--- src/rtl/reg_bus_master_pkg.sv ---
// Shared types and register map for the register-bus command master.
package reg_bus_master_pkg;

  typedef enum logic [1:0] {
    ST_IDLE,
    ST_ACCESS,
    ST_GAP,
    ST_RESP
  } state_e;

  localparam logic [2:0] ADDR_CTRL0     = 3'd0;
  localparam logic [2:0] ADDR_PWM_MODE  = 3'd1;
  localparam logic [2:0] ADDR_CNT_MODE0 = 3'd2;
  localparam logic [2:0] ADDR_CNT_MODE1 = 3'd3;
  localparam logic [2:0] ADDR_ACT_CNT   = 3'd4;
  localparam logic [2:0] ADDR_CMD       = 3'd5;
  localparam logic [2:0] ADDR_CAPTURED  = 3'd6;

  function automatic logic poll_match(input logic [15:0] rdata,
                                      input logic [15:0] cmp,
                                      input logic [15:0] mask);
    return ((rdata & mask) == (cmp & mask));
  endfunction

endpackage

--- src/rtl/reg_bus_master.sv ---
// Command-driven register-bus master: single read/write accesses and
// masked poll-reads with a bounded retry count.
module reg_bus_master
  import reg_bus_master_pkg::*;
#(
  parameter int unsigned POLL_MAX = 1023
) (
  input  logic        clk_i,
  input  logic        rstn_i,
  input  logic        cmd_valid_i,
  output logic        cmd_ready_o,
  input  logic        cmd_wr_i,
  input  logic        cmd_poll_i,
  input  logic [2:0]  cmd_addr_i,
  input  logic [15:0] cmd_wdata_i,
  input  logic [15:0] cmd_mask_i,
  output logic        rsp_valid_o,
  input  logic        rsp_ready_i,
  output logic [15:0] rsp_rdata_o,
  output logic        rsp_timeout_o,
  output logic        acc_en_o,
  output logic        wr_en_o,
  output logic [2:0]  addr_o,
  output logic [15:0] wdata_o,
  input  logic [15:0] rdata_i
);

  localparam logic [9:0] POLL_LIMIT = 10'(POLL_MAX);

  state_e      state_q;
  logic        wr_q;
  logic        poll_q;
  logic [2:0]  addr_q;
  logic [15:0] wdata_q;
  logic [15:0] mask_q;
  logic [9:0]  cnt_q;
  logic [9:0]  cnt_d;
  logic        hit;

  logic        rsp_valid_q;
  logic [15:0] rsp_rdata_q;
  logic        rsp_timeout_q;
  logic        acc_en_q;
  logic        bus_wr_q;
  logic [2:0]  bus_addr_q;
  logic [15:0] bus_wdata_q;

  always_comb begin
    cnt_d = cnt_q + 10'd1;
    hit   = poll_match(rdata_i, wdata_q, mask_q);
  end

  // Bus outputs are registered, so they are loaded on the edge entering ACCESS.
  always_ff @(posedge clk_i or negedge rstn_i) begin
    if (!rstn_i) begin
      state_q       <= ST_IDLE;
      wr_q          <= 1'b0;
      poll_q        <= 1'b0;
      addr_q        <= '0;
      wdata_q       <= '0;
      mask_q        <= '0;
      cnt_q         <= '0;
      rsp_valid_q   <= 1'b0;
      rsp_rdata_q   <= '0;
      rsp_timeout_q <= 1'b0;
      acc_en_q      <= 1'b0;
      bus_wr_q      <= 1'b0;
      bus_addr_q    <= '0;
      bus_wdata_q   <= '0;
    end else begin
      acc_en_q    <= 1'b0;
      bus_wr_q    <= 1'b0;
      bus_addr_q  <= '0;
      bus_wdata_q <= '0;
      case (state_q)
        ST_IDLE: begin
          if (cmd_valid_i) begin
            wr_q        <= cmd_wr_i;
            poll_q      <= cmd_poll_i & ~cmd_wr_i;
            addr_q      <= cmd_addr_i;
            wdata_q     <= cmd_wdata_i;
            mask_q      <= cmd_mask_i;
            cnt_q       <= '0;
            acc_en_q    <= 1'b1;
            bus_wr_q    <= cmd_wr_i;
            bus_addr_q  <= cmd_addr_i;
            bus_wdata_q <= cmd_wdata_i;
            state_q     <= ST_ACCESS;
          end
        end
        ST_ACCESS: begin
          if (wr_q) begin
            rsp_rdata_q   <= '0;
            rsp_timeout_q <= 1'b0;
            rsp_valid_q   <= 1'b1;
            state_q       <= ST_RESP;
          end else if (!poll_q || hit) begin
            rsp_rdata_q   <= rdata_i;
            rsp_timeout_q <= 1'b0;
            rsp_valid_q   <= 1'b1;
            state_q       <= ST_RESP;
          end else begin
            cnt_q <= cnt_d;
            if (cnt_d == POLL_LIMIT) begin
              rsp_rdata_q   <= rdata_i;
              rsp_timeout_q <= 1'b1;
              rsp_valid_q   <= 1'b1;
              state_q       <= ST_RESP;
            end else begin
              state_q <= ST_GAP;
            end
          end
        end
        ST_GAP: begin
          acc_en_q    <= 1'b1;
          bus_wr_q    <= wr_q;
          bus_addr_q  <= addr_q;
          bus_wdata_q <= wdata_q;
          state_q     <= ST_ACCESS;
        end
        ST_RESP: begin
          if (rsp_ready_i) begin
            rsp_valid_q <= 1'b0;
            state_q     <= ST_IDLE;
          end
        end
        default: state_q <= ST_IDLE;
      endcase
    end
  end

  // Gated by reset so no command can be offered while reset is held.
  assign cmd_ready_o   = rstn_i & (state_q == ST_IDLE);
  assign rsp_valid_o   = rsp_valid_q;
  assign rsp_rdata_o   = rsp_rdata_q;
  assign rsp_timeout_o = rsp_timeout_q;
  assign acc_en_o      = acc_en_q;
  assign wr_en_o       = bus_wr_q;
  assign addr_o        = bus_addr_q;
  assign wdata_o       = bus_wdata_q;

endmodule

--- config.mk ---
export PLATFORM = sky130hd
export DESIGN_NAME = reg_bus_master
export DESIGN_NICKNAME = d
export VERILOG_FILES = /design/src/rtl/reg_bus_master_pkg.sv /design/src/rtl/reg_bus_master.sv
export SDC_FILE = /design/constraint.sdc
export NUM_CORES = 1
export LEC_CHECK = 0
export CORE_AREA = 2 2 89 91
export CTS_CLUSTER_DIAMETER = 200
export DETAILED_ROUTE_END_ITERATION = 8
export DIE_AREA = 0 0 91 93
export PLACE_DENSITY = 0.79
export SLEW_MARGIN = 40
export SYNTH_ARGS = -nofsm -noshare
export SYNTH_HDL_FRONTEND = slang
export SYNTH_SLANG_ARGS = --single-unit
export TNS_END_PERCENT = 10
--- constraint.sdc ---
create_clock -name clk_i -period 3.6 [get_ports clk_i]
set_input_delay 0.9 -clock clk_i [delete_from_list [all_inputs] [get_ports clk_i]]
set_output_delay 0.9 -clock clk_i [all_outputs]
set_load 0.1 [all_outputs]
# ---- Yosys cells after proc, flatten, opt, wreduce, memory -nomap -nowiden
# Cells that the tools add are included.
dict set report word_totals {
  regBits 88
  inputBits 57
  output_inout_bits 40
  elab_cells 69
}
dict set report op_classes {
  add_sub_neg 1
  n_eq_ne 10
  mux 28
  n_bitwise 5
  n_reduce_logical 11
}
# op n
set op_table {}
lappend op_table {{2-to-1 mux 16 bit} 4}
lappend op_table {{bitwise AND 16 bit} 2}
lappend op_table {{one-hot mux 16 bit (2 select lines)} 1}
lappend op_table {{2-to-1 mux 10 bit} 3}
lappend op_table {{one-hot mux 10 bit (2 select lines)} 1}
lappend op_table {{== test 16 bit} 1}
lappend op_table {{2-to-1 mux 1 bit} 11}
lappend op_table {{adder 10 x 1 -> 10 bit, second input constant} 1}
lappend op_table {{== test 10 bit, second input constant} 1}
lappend op_table {{inequality test 2 bit, second input constant} 4}
lappend op_table {{one-hot mux 2 bit (4 select lines)} 1}
lappend op_table {{one-hot mux 1 bit (2 select lines)} 3}
lappend op_table {{one-hot mux 3 bit (2 select lines)} 1}
lappend op_table {{AND reduction 2 bit} 3}
lappend op_table {{== test 2 bit, second input constant} 2}
lappend op_table {{2-to-1 mux 2 bit} 2}
lappend op_table {{inequality test 4 bit, second input constant} 1}
lappend op_table {{AND reduction 4 bit} 1}
lappend op_table {{nonzero test 2 bit} 2}
lappend op_table {{2-to-1 mux 3 bit} 1}
lappend op_table {{AND reduction 3 bit} 1}
lappend op_table {{nonzero test 3 bit} 1}
lappend op_table {{bitwise AND 1 bit} 2}
lappend op_table {{== test 2 x 1 -> 1 bit, second input constant} 1}
lappend op_table {{4 further kinds} 4}

# ---- Logic depth before layout (Yosys ltp)
# Gate-level depths: netlist of the first run.
dict set report logic_depth {
  word_depth 6
  ltp_mapped 8
}

# ---- Worst setup path after synthesis of the first run
# Ideal clock, no wire load.
dict set report synth_timing {
  path_kind {input-to-output}
  start {input port rstn_i}
  end {output port cmd_ready_o}
  arrival_ns 1.634
  required_time_ns 2.700
  slack_ns 1.066
  path_stages 1
  n_path_buf 0
  path_cell_list {and2_1}
}
dict set report synth_via {
  elab_chain_cells 1
}
# item line_no
set synth_rtl {}
lappend synth_rtl {{from (decl)} reg_bus_master.sv:9} ;# input logic rstn_i,
lappend synth_rtl {{bitwise AND 1 bit} reg_bus_master.sv:133} ;# assign cmd_ready_o = rstn_i & (state_q == ST_IDLE);
lappend synth_rtl {{to (decl)} reg_bus_master.sv:11} ;# output logic cmd_ready_o,
# No other way between the ends.

# ---- Worst setup path in the final report of the first run
dict set report layout_timing {
  start {input port rdata_i[6]}
  end {register rsp_rdata_q[6], in the netlist rsp_rdata_o[6]}
}
dict set report layout_via {
  elab_chain_cells 5
  elab_cells_between_ends 8
  classes_between {eq/ne (1); mux (3); bitwise (1); reduce/logical (3)}
}
# item line_no
set layout_rtl {}
lappend layout_rtl {{from (decl)} reg_bus_master.sv:25} ;# input logic [15:0] rdata_i
lappend layout_rtl {{bitwise AND 16 bit} reg_bus_master_pkg.sv:22} ;# return ((rdata & mask) == (cmp & mask));
lappend layout_rtl {{== test 16 bit} reg_bus_master_pkg.sv:22}
lappend layout_rtl {{logical OR 1 bit} reg_bus_master.sv:97} ;# end else if (!poll_q || hit) begin
lappend layout_rtl {{nonzero test 3 bit (no line) / 2-to-1 mux 16 bit (equally long branches)} -}
lappend layout_rtl {{AND reduction 2 bit (no line) / 2-to-1 mux 16 bit (equally long branches)} -}
lappend layout_rtl {{to (signal assigned)} reg_bus_master.sv:98} ;# rsp_rdata_q <= rdata_i;
lappend layout_rtl {{to (signal assigned)} reg_bus_master.sv:105} ;# rsp_rdata_q <= rdata_i;
lappend layout_rtl {{to (decl)} reg_bus_master.sv:41} ;# logic [15:0] rsp_rdata_q;
# Several ways; a longest one is shown, not always the timed one. The select of a mux whose other input is x is not followed.
# A chain may end at the register's enable or synchronous reset.

==> results of run 1 <==
stage by stage:
stage               setup slack (ps)  utilization  hold WS, ps
detailed placement               572        0.629          464
global route                     793        0.655          500
global placement                 684        0.640          458
finish                           923        0.655          473
floorplan                       1070            -          446
CTS                              847        0.655          475
area by class of cell:
cell class                 instances  area share
clock buffer                      13      0.0322
clock inverter                     3     0.00812
inverter                           3     0.00228
multi-input combinational        275       0.308
sequential                        88       0.447
tap                              102      0.0259
timing repair buffer             102       0.177
worst max path at each step:
stage	startpoint	end
6_report	rdata_i[6]	rsp_rdata_o[6]$_DFFE_PN0P_
5_1_grt	rdata_i[6]	rsp_rdata_o[4]$_DFFE_PN0P_
4_1_cts	state_q[1]$_DFFE_PN0P_	cmd_ready_o
3_5_place_dp	rdata_i[6]	rsp_rdata_o[6]$_DFFE_PN0P_
3_3_place_gp	rdata_i[5]	rsp_rdata_o[8]$_DFFE_PN0P_
2_1_floorplan	rstn_i	cmd_ready_o
metal layers:
layer,part of all wire,routed length [um]
met1,0.42,4060
met2,0.48,4680
met3,0.062,600
met4,0.033,318
met5,0,0
registers in the layout (all words and copies together) (netlist names):
register	cells
acc_en_o	1
addr_o	3
addr_q	3
cnt_q	10
mask_q	16
poll_q	1
rsp_rdata_o	16
rsp_timeout_o	1
rsp_valid_o	1
state_q	2
wdata_o	16
wdata_q	16
wr_en_o	1
wr_q	1
power breakdown:
group	switching [W]	leakage [nW]	total (W)	internal, W
Sequential	0.000312	1.14	0.00167	0.00136
Clock	0.000331	0.103	0.000688	0.000357
Combinational	0.00182	1.23	0.00243	0.000609
worst register-to-register path: cells and delay by family, from the launching register on:
family / cells / cell delay (ps)
AO/OA/AOI/OAI: 4 / 960
adder cells (fa/ha/maj): 1 / 260
flip-flops: 1 / 420
AND/OR/NAND/NOR: 2 / 600
cells in the mapped netlist, drive strengths merged, types with 2 or more instances:
master	count	area (um^2)
a21oi	6	30.0
or2	2	12.5
a21o	4	30.0
ha	2	25.0
inv	3	11.3
and2	4	27.5
dfrtp	88	2200
xor2	18	158
nor3	2	10.0
and3	2	12.5
clkbuf	15	56.3
nand2	119	447
o21bai	2	15.0
nor2b	4	25.0
nand2b	2	12.5
a22o	16	140
buf	7	51.3
o21ai	7	38.8
nor2	30	113
nand4	3	18.8
nand3	8	40.0
a22oi	28	210
a211o	3	26.3
cell families after synthesis:
| logic type | count (synthesis) |
|---|---|
| simple gates | 180 |
| flops | 88 |
| compound gates | 74 |
| buf+inv | 25 |
| xor+xnor | 19 |
| fa+ha+maj | 2 |
==> results.json, run 1 <==
{
  "n_fill_cell": 618,
  "grtUsageMet2": 0.381,
  "fin_tns_setup_ps": 0,
  "vias_per_cell": 5.44,
  "cts_max_path_buffers": 2,
  "dpl-instance-area_um2": 4730,
  "routabilityCongestion": 0.836,
  "clock-sinks": 88,
  "ios": 97,
  "ir_drop_mv": 0.545,
  "antenna_found_initial": 0,
  "max_freq_mhz": 374,
  "crit_chain": "clkdlybuf4s50_1 > xor2_1 > a22oi_1 > nand4_1 > o21bai_1 > o21ai_2 > a22o_1",
  "synthMuxAreaShare": 0,
  "yosysWarnings": 0,
  "synth_compound_area_frac": 0.147,
  "overflow": 0,
  "cts_buffers": 9,
  "cp_max_fo": 16,
  "grt_pass1_wl_um": 15500,
  "grt_max_degree": 59,
  "use_met3": 0.0419,
  "power.density_nw_per_um2": 971,
  "synth_edf_count": 0,
  "finalNonFillerCells": 586,
  "syn_area_um2": 3840,
  "syn_nets": 447,
  "syn_inst": 388,
  "nets": 538,
  "cts_max_level": 3,
  "wl_per_cell_um": 16.5,
  "clock-root-buffer": "clkbuf_8",
  "die-area_um2": 8460,
  "critPathMaxStageDelay_ps": 610,
  "drt_iter0_markers": 170,
  "period_needed_ps": 2680,
  "rr_startpoint": "cnt_q[0]$_DFFE_PN0P_",
  "rows": 32,
  "multi_input_area_um2": 1520,
  "leakagePower_nw": 2.47,
  "yosysUniqueCellTypes": 40,
  "cp.depth": 7,
  "finalHoldViolations": 0,
  "postCtsSetupRepairBufs": 0,
  "tritoncts": "built",
  "synth_xor_xnor_area_share": 0.0434,
  "max_slew_margin": 0.499,
  "port_buffers": 96,
  "regArea_um2": 2200,
  "seq_area_frac_synth": 0.574,
  "path_delay_family": "compound AO/OA/AOI/OAI gates",
  "chipHeight_um": 93,
  "dr_total_vias": 3187,
  "ant_nets": 0,
  "clk_latency_ps": 360,
  "die_w_um": 91,
  "crit_arrival_ps": 2970,
  "dpl.cell_count": 570,
  "wirelength_um": 9660,
  "synth-simple-area-share": 0.199,
  "cp-end-kind": "flip-flop",
  "skew_ps": 9.87,
  "final_common_cell": "nand2_1",
  "n_antenna_cell": 0,
  "ctsResizeCount": 0,
  "finish.instance_area_um2": 4930,
  "r2r-end": "rsp_rdata_o[6]$_DFFE_PN0P_",
  "grt_use_met1": 0.315,
  "max_slew.worst_pin.slew_ps": 751,
  "rsz0062_at_grt": "no",
  "grt.busiest_layer": "met2",
  "drc": 0,
  "r2r_slack_ps": 1260,
  "synth-async-reset-ratio": 1.00,
  "final_cell_mix": "nand2_1 (119), dfrtp_1 (87), clkdlybuf4s50_1 (55)",
  "max-cap-violations": 0,
  "first_global_vias": 3189,
  "min_path_type": "input pin to async pin",
  "ys_seq_elements": 88,
  "track_usage": 0.238,
  "critPathLaunchType": "input pin",
  "fin_crit_sh": 0.744,
  "critPathBufInv": 1,
  "start_util": 0.510,
  "required_ps": 3890,
  "clk_pin_slew_ps": 80,
  "post-dp-hpwl_um": 6730,
  "synth_fa_ha_area_frac": 0.00652,
  "synth_ff_type": "dfrtp_1",
  "rr_worst_depth": 7,
  "finalSetupViolations": 0,
  "status": "completed",
  "path_class": "input pin to flip-flop",
  "area_delta_synth_final_pct": 28.5,
  "synth_area_per_cell_um2": 9.89,
  "power_w": 0.00479,
  "cts_hold_buf": 0,
  "core_area_um2": 7530,
  "layout-drive-gt1-share": 0.145,
  "drt_pass1_iterations": 4,
  "synth_top_family_by_area": "simple AND/OR/NAND/NOR gates",
  "crit_path_top_delay_cell": "o21ai_2",
  "drv_slew": 0
}
(Power assumes the default switching activity.)
==> inputs of run 2 (changes only) <==
--- a/config.mk
+++ b/config.mk
@@ -5,11 +5,11 @@
 export SDC_FILE = /design/constraint.sdc
 export NUM_CORES = 1
 export LEC_CHECK = 0
-export CORE_AREA = 2 2 89 91
+export CORE_AREA = 2 2 92 94
 export CTS_CLUSTER_DIAMETER = 200
 export DETAILED_ROUTE_END_ITERATION = 8
-export DIE_AREA = 0 0 91 93
-export PLACE_DENSITY = 0.79
+export DIE_AREA = 0 0 94 96
+export PLACE_DENSITY = 0.74
 export SLEW_MARGIN = 40
 export SYNTH_ARGS = -nofsm -noshare
 export SYNTH_HDL_FRONTEND = slang
==> constraint.sdc (replaced) <==
create_clock -name clk_i -period 2.77 [get_ports clk_i]
set_input_delay 0.6925 -clock clk_i [delete_from_list [all_inputs] [get_ports clk_i]]
set_output_delay 0.6925 -clock clk_i [all_outputs]
set_load 0.1 [all_outputs]
==> run 2 against run 1 <==
Net effect: combinational power increased by 36%; total power increased by 33%; non-clock buffer count increased by 4; clock skew decreased by 3.5 ps; register-to-register slack got worse by 820 ps; clock power increased by 36%; worst hold slack got worse by 340 ps; sequential share of layout area decreased by 0.94 points; worst setup slack got worse by 510 ps; routed wire length increased by 1.0%; final cell count increased by 1.2%.
==> results.json, run 2 (synthesis gave the netlist of run 1 again) <==
{
  "rsz0062_at_grt": "no",
  "vias_per_cell": 5.34,
  "min_path_type": "input pin to async pin",
  "period_needed_ps": 2360,
  "grt_max_degree": 51,
  "final_cell_mix": "nand2_1 (119), dfrtp_1 (88), clkdlybuf4s50_1 (55)",
  "cts_max_path_buffers": 2,
  "rows": 33,
  "regArea_um2": 2200,
  "fin_crit_sh": 0.852,
  "grt_pass1_wl_um": 15500,
  "port_buffers": 96,
  "critPathLaunchType": "input pin",
  "ctsResizeCount": 0,
  "postCtsSetupRepairBufs": 0,
  "cts_buffers": 9,
  "die-area_um2": 9020,
  "r2r-end": "rsp_rdata_o[11]$_DFFE_PN0P_",
  "leakagePower_nw": 2.50,
  "routabilityCongestion": 0.847,
  "drc": 0,
  "power.density_nw_per_um2": 1270,
  "max-cap-violations": 0,
  "ios": 97,
  "skew_ps": 6.32,
  "setup_ws_ps": 409,
  "max_freq_mhz": 424,
  "core_area_um2": 8050,
  "cts_hold_buf": 0,
  "finalSetupViolations": 0,
  "ir_drop_mv": 0.832,
  "n_fill_cell": 657,
  "startpoint": "rdata_i[15]",
  "clk_pin_slew_ps": 90,
  "required_ps": 3010,
  "dr_total_vias": 3166,
  "ant_nets": 0,
  "wirelength_um": 9750,
  "nets": 542,
  "wl_per_cell_um": 16.4,
  "drt_iter0_markers": 154,
  "multi_input_area_um2": 1520,
  "fin_tns_setup_ps": 0,
  "die_w_um": 94,
  "clock-sinks": 88,
  "max_slew.worst_pin.slew_ps": 629,
  "clk_latency_ps": 350,
  "crit_arrival_ps": 2600,
  "dp_slack_ps": 39.4,
  "track_usage": 0.227,
  "layout-drive-gt1-share": 0.154,
  "worstSetupEndpoint": "rsp_rdata_o[11]$_DFFE_PN0P_",
  "n_antenna_cell": 0,
  "antenna_found_initial": 0,
  "cts_max_level": 3,
  "clock-root-buffer": "clkbuf_8",
  "chipHeight_um": 96,
  "area_delta_synth_final_pct": 31.2,
  "path_class": "input pin to flip-flop",
  "finalHoldViolations": 0,
  "drt_pass1_iterations": 4,
  "rr_worst_depth": 8,
  "status": "completed",
  "start_util": 0.477,
  "rr_startpoint": "cnt_q[0]$_DFFE_PN0P_",
  "hold_ws_ps": 134,
  "cp-end-kind": "flip-flop",
  "drv_slew": 0,
  "post-dp-hpwl_um": 7020,
  "max_slew_margin": 0.580,
  "first_global_vias": 3110,
  "final_common_cell": "nand2_1",
  "cp_max_fo": 13,
  "tritoncts": "built",
  "r2r_slack_ps": 440,
  "overflow": 0
}
==> run 2: routing by layer <==
layer  up-vias  wire length, um  global-route usage
met1      1544             4220               0.313
met2       109             4760               0.361
met4         0              144              0.0809
li1       1498                -                   -
met3        15              622              0.0439
met5         -                0                   0
==> run 2: cell type report <==
class | instances | area share
Inverter | 3 | 0.00224
Clock buffer | 11 | 0.0301
Sequential cell | 88 | 0.437
Clock inverter | 5 | 0.0124
Multi-Input combinational cell | 275 | 0.301
Tap cell | 105 | 0.0261
Timing Repair Buffer | 106 | 0.190
==> run 2: how the worst min path moves through the flow <==
| stage | start | slack (ps) | to | cells past startpoint |
|---|---|---|---|---|
| 4_1_cts | rstn_i | 120 | mask_q[10]$_DFFE_PN0P_ | 1 |
| 6_report | rstn_i | 130 | mask_q[10]$_DFFE_PN0P_ | 1 |
| 3_5_place_dp | addr_q[1]$_DFFE_PN0P_ | 460 | addr_q[1]$_DFFE_PN0P_ | 2 |
| 5_1_grt | rstn_i | 110 | mask_q[10]$_DFFE_PN0P_ | 1 |
| 3_3_place_gp | addr_q[0]$_DFFE_PN0P_ | 460 | addr_q[0]$_DFFE_PN0P_ | 2 |
| 2_1_floorplan | rstn_i | 400 | acc_en_o$_DFF_PN0_ | 0 |
==> run 2: power breakdown <==
group | leakage [nW] | switching (W) | internal, W
registers | 1.14 | 0.000361 | 0.00176
clock network | 0.103 | 0.000466 | 0.000473
logic | 1.25 | 0.00242 | 0.000888
==> run 2: worst max-delay path, cell delays in order <==
cell	delay, ps
clkdlybuf4s50_1	460
xor2_1	180
a22oi_1	250
nand4_1	180
o21bai_1	270
o21ai_2	150
buf_12	180
a22o_1	220
==> run 2: metrics by stage <==
step	std cells	instance area, um^2	total power [W]	utilization
after floorplan	388	3840	0.00458	-
after detailed placement	577	4820	0.00546	0.599
after global placement	577	4820	0.00539	0.599
after CTS	593	5030	0.00639	0.625
after global routing	593	5030	0.00670	0.625
final	593	5030	0.00637	0.625
